$ cat src/rtl/spi_move_slave_if.sv
// rtl/spi_move_slave_if.sv - SPI pins plus byte/move handshake between game logic and the move responder
interface spi_move_slave_if;
  logic       sclk;
  logic       cs_n;
  logic       mosi;
  logic       miso;
  logic       miso_oe;
  logic [7:0] tx_data;
  logic [7:0] rx_data;
  logic       rx_valid;
  logic [4:0] move_index;
  logic       move_valid;
  logic       move_err;
  logic       busy;

  modport slave (
    input  sclk, cs_n, mosi, tx_data,
    output miso, miso_oe, rx_data, rx_valid, move_index, move_valid, move_err, busy
  );

  modport master (
    output sclk, cs_n, mosi, tx_data,
    input  miso, miso_oe, rx_data, rx_valid, move_index, move_valid, move_err, busy
  );
endinterface

$ cat src/rtl/spi_move_slave.sv
// rtl/spi_move_slave.sv - SPI mode-0 responder decoding received bytes into board move indices
module spi_move_slave #(
  parameter int         SYNC_STAGES = 2,
  parameter logic [2:0] HEADER      = 3'b101,
  parameter int         MAX_INDEX   = 8
) (
  input logic             clk_i,
  input logic             rst_i,
  spi_move_slave_if.slave bus
);

  localparam logic [4:0] MAX_IDX = 5'(MAX_INDEX);

  typedef enum logic [0:0] {IDLE, ACTIVE} state_e;

  logic [SYNC_STAGES-1:0] sclk_sync_q, cs_sync_q, mosi_sync_q;
  logic                   sclk_hist_q, cs_hist_q;

  always_ff @(posedge clk_i or posedge rst_i) begin
    if (rst_i) begin
      sclk_sync_q <= '0;
      cs_sync_q   <= '1;
      mosi_sync_q <= '0;
      sclk_hist_q <= 1'b0;
      cs_hist_q   <= 1'b1;
    end else begin
      sclk_sync_q <= {sclk_sync_q[SYNC_STAGES-2:0], bus.sclk};
      cs_sync_q   <= {cs_sync_q[SYNC_STAGES-2:0], bus.cs_n};
      mosi_sync_q <= {mosi_sync_q[SYNC_STAGES-2:0], bus.mosi};
      sclk_hist_q <= sclk_sync_q[SYNC_STAGES-1];
      cs_hist_q   <= cs_sync_q[SYNC_STAGES-1];
    end
  end

  logic sclk_s, cs_s, mosi_s;
  logic sclk_rise, sclk_fall, cs_fall, cs_rise;

  assign sclk_s    = sclk_sync_q[SYNC_STAGES-1];
  assign cs_s      = cs_sync_q[SYNC_STAGES-1];
  assign mosi_s    = mosi_sync_q[SYNC_STAGES-1];
  assign sclk_rise = sclk_s & ~sclk_hist_q;
  assign sclk_fall = ~sclk_s & sclk_hist_q;
  assign cs_fall   = ~cs_s & cs_hist_q;
  assign cs_rise   = cs_s & ~cs_hist_q;

  state_e     state_q;
  logic [2:0] bit_cnt_q;
  logic [7:0] rx_shift_q, tx_shift_q, rx_data_q;
  logic       rx_valid_q, miso_q, miso_oe_q, busy_q;

  always_ff @(posedge clk_i or posedge rst_i) begin
    if (rst_i) begin
      state_q    <= IDLE;
      bit_cnt_q  <= '0;
      rx_shift_q <= '0;
      tx_shift_q <= '0;
      rx_data_q  <= '0;
      rx_valid_q <= 1'b0;
      miso_q     <= 1'b0;
      miso_oe_q  <= 1'b0;
      busy_q     <= 1'b0;
    end else begin
      rx_valid_q <= 1'b0;
      case (state_q)
        IDLE: begin
          if (cs_fall) begin
            state_q    <= ACTIVE;
            tx_shift_q <= bus.tx_data;
            miso_q     <= bus.tx_data[7];
            bit_cnt_q  <= '0;
            miso_oe_q  <= 1'b1;
            busy_q     <= 1'b1;
          end
        end
        ACTIVE: begin
          // cs_n release wins over any sclk edge seen in the same cycle
          if (cs_rise) begin
            state_q   <= IDLE;
            bit_cnt_q <= '0;
            miso_q    <= 1'b0;
            miso_oe_q <= 1'b0;
            busy_q    <= 1'b0;
          end else if (sclk_rise) begin
            rx_shift_q <= {rx_shift_q[6:0], mosi_s};
            bit_cnt_q  <= bit_cnt_q + 3'd1;
            if (bit_cnt_q == 3'd7) begin
              rx_data_q  <= {rx_shift_q[6:0], mosi_s};
              rx_valid_q <= 1'b1;
            end
          end else if (sclk_fall) begin
            // a fall at bit 0 is the byte boundary: reload for the next burst byte
            if (bit_cnt_q != 3'd0) begin
              tx_shift_q <= {tx_shift_q[6:0], 1'b0};
              miso_q     <= tx_shift_q[6];
            end else begin
              tx_shift_q <= bus.tx_data;
              miso_q     <= bus.tx_data[7];
            end
          end
        end
        default: state_q <= IDLE;
      endcase
    end
  end

  logic [4:0] move_index_q;
  logic       move_valid_q, move_err_q;

  always_ff @(posedge clk_i or posedge rst_i) begin
    if (rst_i) begin
      move_index_q <= '0;
      move_valid_q <= 1'b0;
      move_err_q   <= 1'b0;
    end else begin
      move_valid_q <= 1'b0;
      move_err_q   <= 1'b0;
      if (rx_valid_q && rx_data_q[7:5] == HEADER) begin
        if (rx_data_q[4:0] <= MAX_IDX) begin
          move_index_q <= rx_data_q[4:0];
          move_valid_q <= 1'b1;
        end else begin
          move_err_q <= 1'b1;
        end
      end
    end
  end

  assign bus.miso       = miso_q;
  assign bus.miso_oe    = miso_oe_q;
  assign bus.rx_data    = rx_data_q;
  assign bus.rx_valid   = rx_valid_q;
  assign bus.move_index = move_index_q;
  assign bus.move_valid = move_valid_q;
  assign bus.move_err   = move_err_q;
  assign bus.busy       = busy_q;

endmodule

$ cat src/flat_wrapper.sv
// flat-port wrapper written by rule: the top's interface ports become plain ports
module spi_move_slave_flat 
#(
  parameter int         SYNC_STAGES = 2,
  parameter logic [2:0] HEADER      = 3'b101,
  parameter int         MAX_INDEX   = 8
)
  (clk_i, rst_i, bus_sclk, bus_cs_n, bus_mosi, bus_tx_data, bus_miso, bus_miso_oe, bus_rx_data, bus_rx_valid, bus_move_index, bus_move_valid, bus_move_err, bus_busy);
  spi_move_slave_if bus_i ();
  input logic clk_i;
  input logic rst_i;
  input wire logic [$bits(bus_i.sclk)-1:0] bus_sclk;
  input wire logic [$bits(bus_i.cs_n)-1:0] bus_cs_n;
  input wire logic [$bits(bus_i.mosi)-1:0] bus_mosi;
  input wire logic [$bits(bus_i.tx_data)-1:0] bus_tx_data;
  output wire logic [$bits(bus_i.miso)-1:0] bus_miso;
  output wire logic [$bits(bus_i.miso_oe)-1:0] bus_miso_oe;
  output wire logic [$bits(bus_i.rx_data)-1:0] bus_rx_data;
  output wire logic [$bits(bus_i.rx_valid)-1:0] bus_rx_valid;
  output wire logic [$bits(bus_i.move_index)-1:0] bus_move_index;
  output wire logic [$bits(bus_i.move_valid)-1:0] bus_move_valid;
  output wire logic [$bits(bus_i.move_err)-1:0] bus_move_err;
  output wire logic [$bits(bus_i.busy)-1:0] bus_busy;
  assign bus_i.sclk = bus_sclk;
  assign bus_i.cs_n = bus_cs_n;
  assign bus_i.mosi = bus_mosi;
  assign bus_i.tx_data = bus_tx_data;
  assign bus_miso = bus_i.miso;
  assign bus_miso_oe = bus_i.miso_oe;
  assign bus_rx_data = bus_i.rx_data;
  assign bus_rx_valid = bus_i.rx_valid;
  assign bus_move_index = bus_i.move_index;
  assign bus_move_valid = bus_i.move_valid;
  assign bus_move_err = bus_i.move_err;
  assign bus_busy = bus_i.busy;
  spi_move_slave #(.SYNC_STAGES(SYNC_STAGES), .HEADER(HEADER), .MAX_INDEX(MAX_INDEX)) u_core (.clk_i(clk_i), .rst_i(rst_i), .bus(bus_i));
endmodule
$ cat config.mk
export PLATFORM = sky130hd
export DESIGN_NAME = spi_move_slave_flat
export DESIGN_NICKNAME = d
export VERILOG_FILES = /design/src/rtl/spi_move_slave_if.sv /design/src/rtl/spi_move_slave.sv /design/src/flat_wrapper.sv
export SDC_FILE = /design/constraint.sdc
export NUM_CORES = 1
export LEC_CHECK = 0
export ABC_AREA = 1
export BUFFER_PORTS_ARGS = -buffer_cell sky130_fd_sc_hd__buf_4
export CELL_PAD_IN_SITES_DETAIL_PLACEMENT = 1
export CELL_PAD_IN_SITES_GLOBAL_PLACEMENT = 1
export CORE_MARGIN = 2
export CORE_UTILIZATION = 38
export DETAILED_ROUTE_END_ITERATION = 6
export PLACE_DENSITY_LB_ADDON = 0.1
export SKIP_CTS_REPAIR_TIMING = 1
export SLEW_MARGIN = 20
export SYNTH_ARGS = -nofsm -noshare
export SYNTH_HDL_FRONTEND = slang
export SYNTH_SLANG_ARGS = --single-unit
$ cat constraint.sdc
create_clock -name clk_i -period 1.5 [get_ports clk_i]
set_clock_uncertainty 0.05 [all_clocks]
set_input_delay 0.075 -clock clk_i [delete_from_list [all_inputs] [get_ports clk_i]]
set_output_delay 0.075 -clock clk_i [all_outputs]
set_load 0.02 [all_outputs]
==> flow_metrics.py <==
metrics = {
    "clocking": {
        "clkLatencyLatePin_ns": 0.29,
        "clock_sinks": 44,
        "cts_tree": "yes",
        "cts.path.max_buffers": 2,
        "root_buffer": "clkbuf_8",
        "cts_buffers": 5,
        "clk_pin_slew_worst_paths_ns": 0.08,
        "htreeDepth": 2,
    },
    "synthesis": {
        "ys_types": 25,
        "yosys.area.top_type": "dfrtp_1",
        "yosys.area_share.simple_pct": 26.1,
        "synthesis.area_mm2": 0.00189,
        "ys_seq_elements": 44,
        "syn_avg_cell_area_um2": 9.33,
        "synthAdderAreaFrac_pct": 1.98,
        "synthMuxAreaShare_pct": 0,
        "ys_top_cells_by_area": "dfrtp_1, nand2_1, inv_1, dfstp_2, o21ai_2",
        "synth_top_family_by_area": "simple AND/OR/NAND/NOR gates",
        "synth_compound_area_share_pct": 6.74,
        "synthXorXnorAreaFrac_pct": 0,
        "synthesis.nets": 219,
        "synthCells": 203,
        "yosysSeqAreaShare_pct": 58.4,
        "synth_top_area_share_pct": 54.2,
        "yosys_warnings": 0,
    },
    "floorplanning": {
        "fp-row-count": 25,
        "io_pins": 32,
        "start_util_pct": 39.8,
        "die_y_um": 74.6,
        "core_mm2": 0.00475,
        "dieArea_mm2": 0.00556,
        "die_w_um": 74.6,
    },
    "worst_setup_path": {
        "crit_path_frequent_cell": "nand2_4",
        "end_kind": "register",
        "worst_ep_arrival_time_ns": 1.54,
        "worstSetupStartpointType": "register",
        "path_cells": "inv_2, nand2_4, nand2_4, nor2_8, nand2_8, nand2_1, o21ai_2",
        "crit_type": "reg -> reg",
        "worstPathRequired_ns": 1.64,
        "cp_top_family": "simple AND/OR/NAND/NOR gates",
        "crit_path_max_fanout": 16,
        "critPathSlowestCell": "dfstp_2",
        "max_stage_delay_ns": 0.55,
        "critPathBufInv": 1,
    },
    "drt": {
        "avgViaCountPerCell": 4.54,
        "routed_wl_mm": 4.06,
        "dr.pass1.iters": 4,
        "drtIter0Drc": 67,
        "ant_nets": 0,
        "vias": 1424,
        "wl_per_cell_um": 12.9,
        "drc": 0,
    },
    "run_status": {
        "status": "completed",
    },
    "sta": {
        "fin_crit_sh_pct": 93.6,
        "fmax_ghz": 0.712,
        "hold_viol": 0,
        "worst_pin_slew_ns": 0.570,
        "setup_violations": 0,
        "slew_viol_final": 0,
        "rsz0062_at_grt": "no",
        "setup_ws_ns": 0.0953,
        "setup-tns-final_ns": 0,
        "fin_crit_ns": 1.40,
        "max-slew-margin-rel_pct": 62.0,
    },
    "cells_and_area": {
        "fillers": 563,
        "area_growth_pct": 25.8,
        "drive_above_1_share_pct": 27.5,
        "nets": 262,
        "multi_input_area_um2": 673,
        "diodes": 0,
        "seq_area_mm2": 0.00110,
    },
    "placed_design": {
        "place_ws_ns": 0.0796,
        "port_buffers": 31,
        "gp_congestion": 0.801,
        "dpl.hpwl_mm": 2.90,
    },
    "global_route": {
        "grt_usage_pct": 16.2,
        "grt_remaining_overflow": 0,
        "grt_max_degree": 45,
        "grt_pass1_wl_mm": 6.70,
        "antenna_found_initial": 0,
        "grt_pass1_vias": 1424,
    },
    "hold_path": {
        "hold_path_class": "in -> reg",
    },
    "pwr": {
        "vdd_drop_max_mv": 0.546,
        "p_per_area_mw_per_mm2": 1130,
        "p_leak_nw": 1.28,
    },
    "run": {
        "cap_violations": 0,
    },
}
-- cell usage after synthesis --
library cell	n
a21boi_0	1
a21oi_1	1
a2bb2oi_1	1
buf_2	1
buf_4	2
buf_6	1
dfrtp_1	41
dfstp_2	3
ha_1	3
inv_1	23
inv_2	3
nand2_1	81
nand2_2	3
nand2_4	3
nand3_1	9
nand3_2	1
nand3b_1	1
nand4_1	4
nor2_1	2
nor2_2	1
nor2_8	1
nor3_4	1
o21ai_0	8
o21ai_1	1
o21ai_2	7
-- placed cells by master (no fill, tap or decap), drive strengths merged --
cell type / netlist / layout
ha: 3 / 3
dfstp: 3 / 3
nand3b: 1 / 1
a2bb2oi: 1 / 1
a21oi: 1 / 1
a21boi: 1 / 1
bufinv: 0 / 1
buf: 4 / 36
clkinv: 0 / 1
dfrtp: 41 / 41
nand4: 4 / 4
nand2: 87 / 87
dlygate4sd3: 0 / 4
nor3: 1 / 1
inv: 26 / 26
o21ai: 16 / 16
nand3: 10 / 10
clkbuf: 0 / 6
nor2: 4 / 4
-- path summary, 6_finish.rpt --
check                                       from                    end  slack, ns  cells past startpoint
min in group asynchronous                  rst_i  u_core.bus.move_valid       0.43                      4
max in group asynchronous                  rst_i       u_core.cs_hist_q       0.56                      4
setup / recovery                u_core.cs_hist_q  u_core.bus.rx_data[5]        0.1                      7
hold / removal                    bus_tx_data[0]   u_core.tx_shift_q[0]      0.003                      3
setup reg to reg                u_core.cs_hist_q  u_core.bus.rx_data[5]        0.1                      7
hold reg to reg            u_core.sclk_sync_q[0]  u_core.sclk_sync_q[1]       0.30                      0
-- sequential cells by signal (all words and copies together), names as in the netlist --
signal and cells:
u_core.bus.rx_data 8, u_core.rx_shift_q 7, u_core.tx_shift_q 7, u_core.bus.move_index 5
u_core.bit_cnt_q 3, u_core.cs_sync_q 2, u_core.mosi_sync_q 2, u_core.sclk_sync_q 2
u_core.bus.miso 1, u_core.bus.miso_oe 1, u_core.bus.move_err 1, u_core.bus.move_valid 1
u_core.bus.rx_valid 1, u_core.cs_hist_q 1, u_core.sclk_hist_q 1, u_core.state_q 1
-- worst min-delay path: stages --
cell and delay [ns]:
buf_4 0.11, nand2_1 0.05, o21ai_1 0.07
-- logic make-up (layout without fill, tap and decap cells) --
| logic type | Yosys count | count (layout) |
|---|---|---|
| flip-flops | 44 | 44 |
| AO/OA/AOI/OAI | 19 | 19 |
| adder cells (fa/ha/maj) | 3 | 3 |
| buffers and inverters | 30 | 74 |
| AND/OR/NAND/NOR | 107 | 107 |
-- per-layer routing --
layer	track usage (%)	routed length (µm)	vias up	part of all wire, %
li1	-	-	710	-
met1	20.3	1850	684	45
met2	26.5	2000	23	49
met3	3.93	145	7	3.6
met4	6.94	75	0	1.8
met5	0	0	-	0
-- power by group --
group	internal (W)	switching, W	leakage (nW)
Sequential	0.00132	0.0000823	0.572
Clock	0.000495	0.000396	0.0552
Combinational	0.000154	0.000251	0.650
Total	0.00197	0.000730	1.28
-- final cells by class --
type                            count  area share [%]
Clock buffer                        6            3.05
Inverter                           26            4.10
Tap cell                           67            3.52
Multi-Input combinational cell    129            28.3
Clock inverter                      2            1.47
Sequential cell                    44            46.4
Timing Repair Buffer               40            13.2
-- through the flow --
| stage | hold WS (ns) | instance area (µm²) | util (%) | power (W) | std cells |
|---|---|---|---|---|---|
| floorplan | 0.0295 | 1890 | - | 0.00167 | 203 |
| global placement | 0.134 | 2220 | 46.6 | 0.00180 | 302 |
| detailed placement | 0.136 | 2220 | 46.6 | 0.00182 | 302 |
| CTS | -0.176 | 2320 | 48.9 | 0.00273 | 310 |
| global route | 0.0212 | 2380 | 50.1 | 0.00285 | 314 |
| finish | 0.00275 | 2380 | 50.1 | 0.00270 | 314 |
Note: power is estimated with default switching activity, not from simulation.
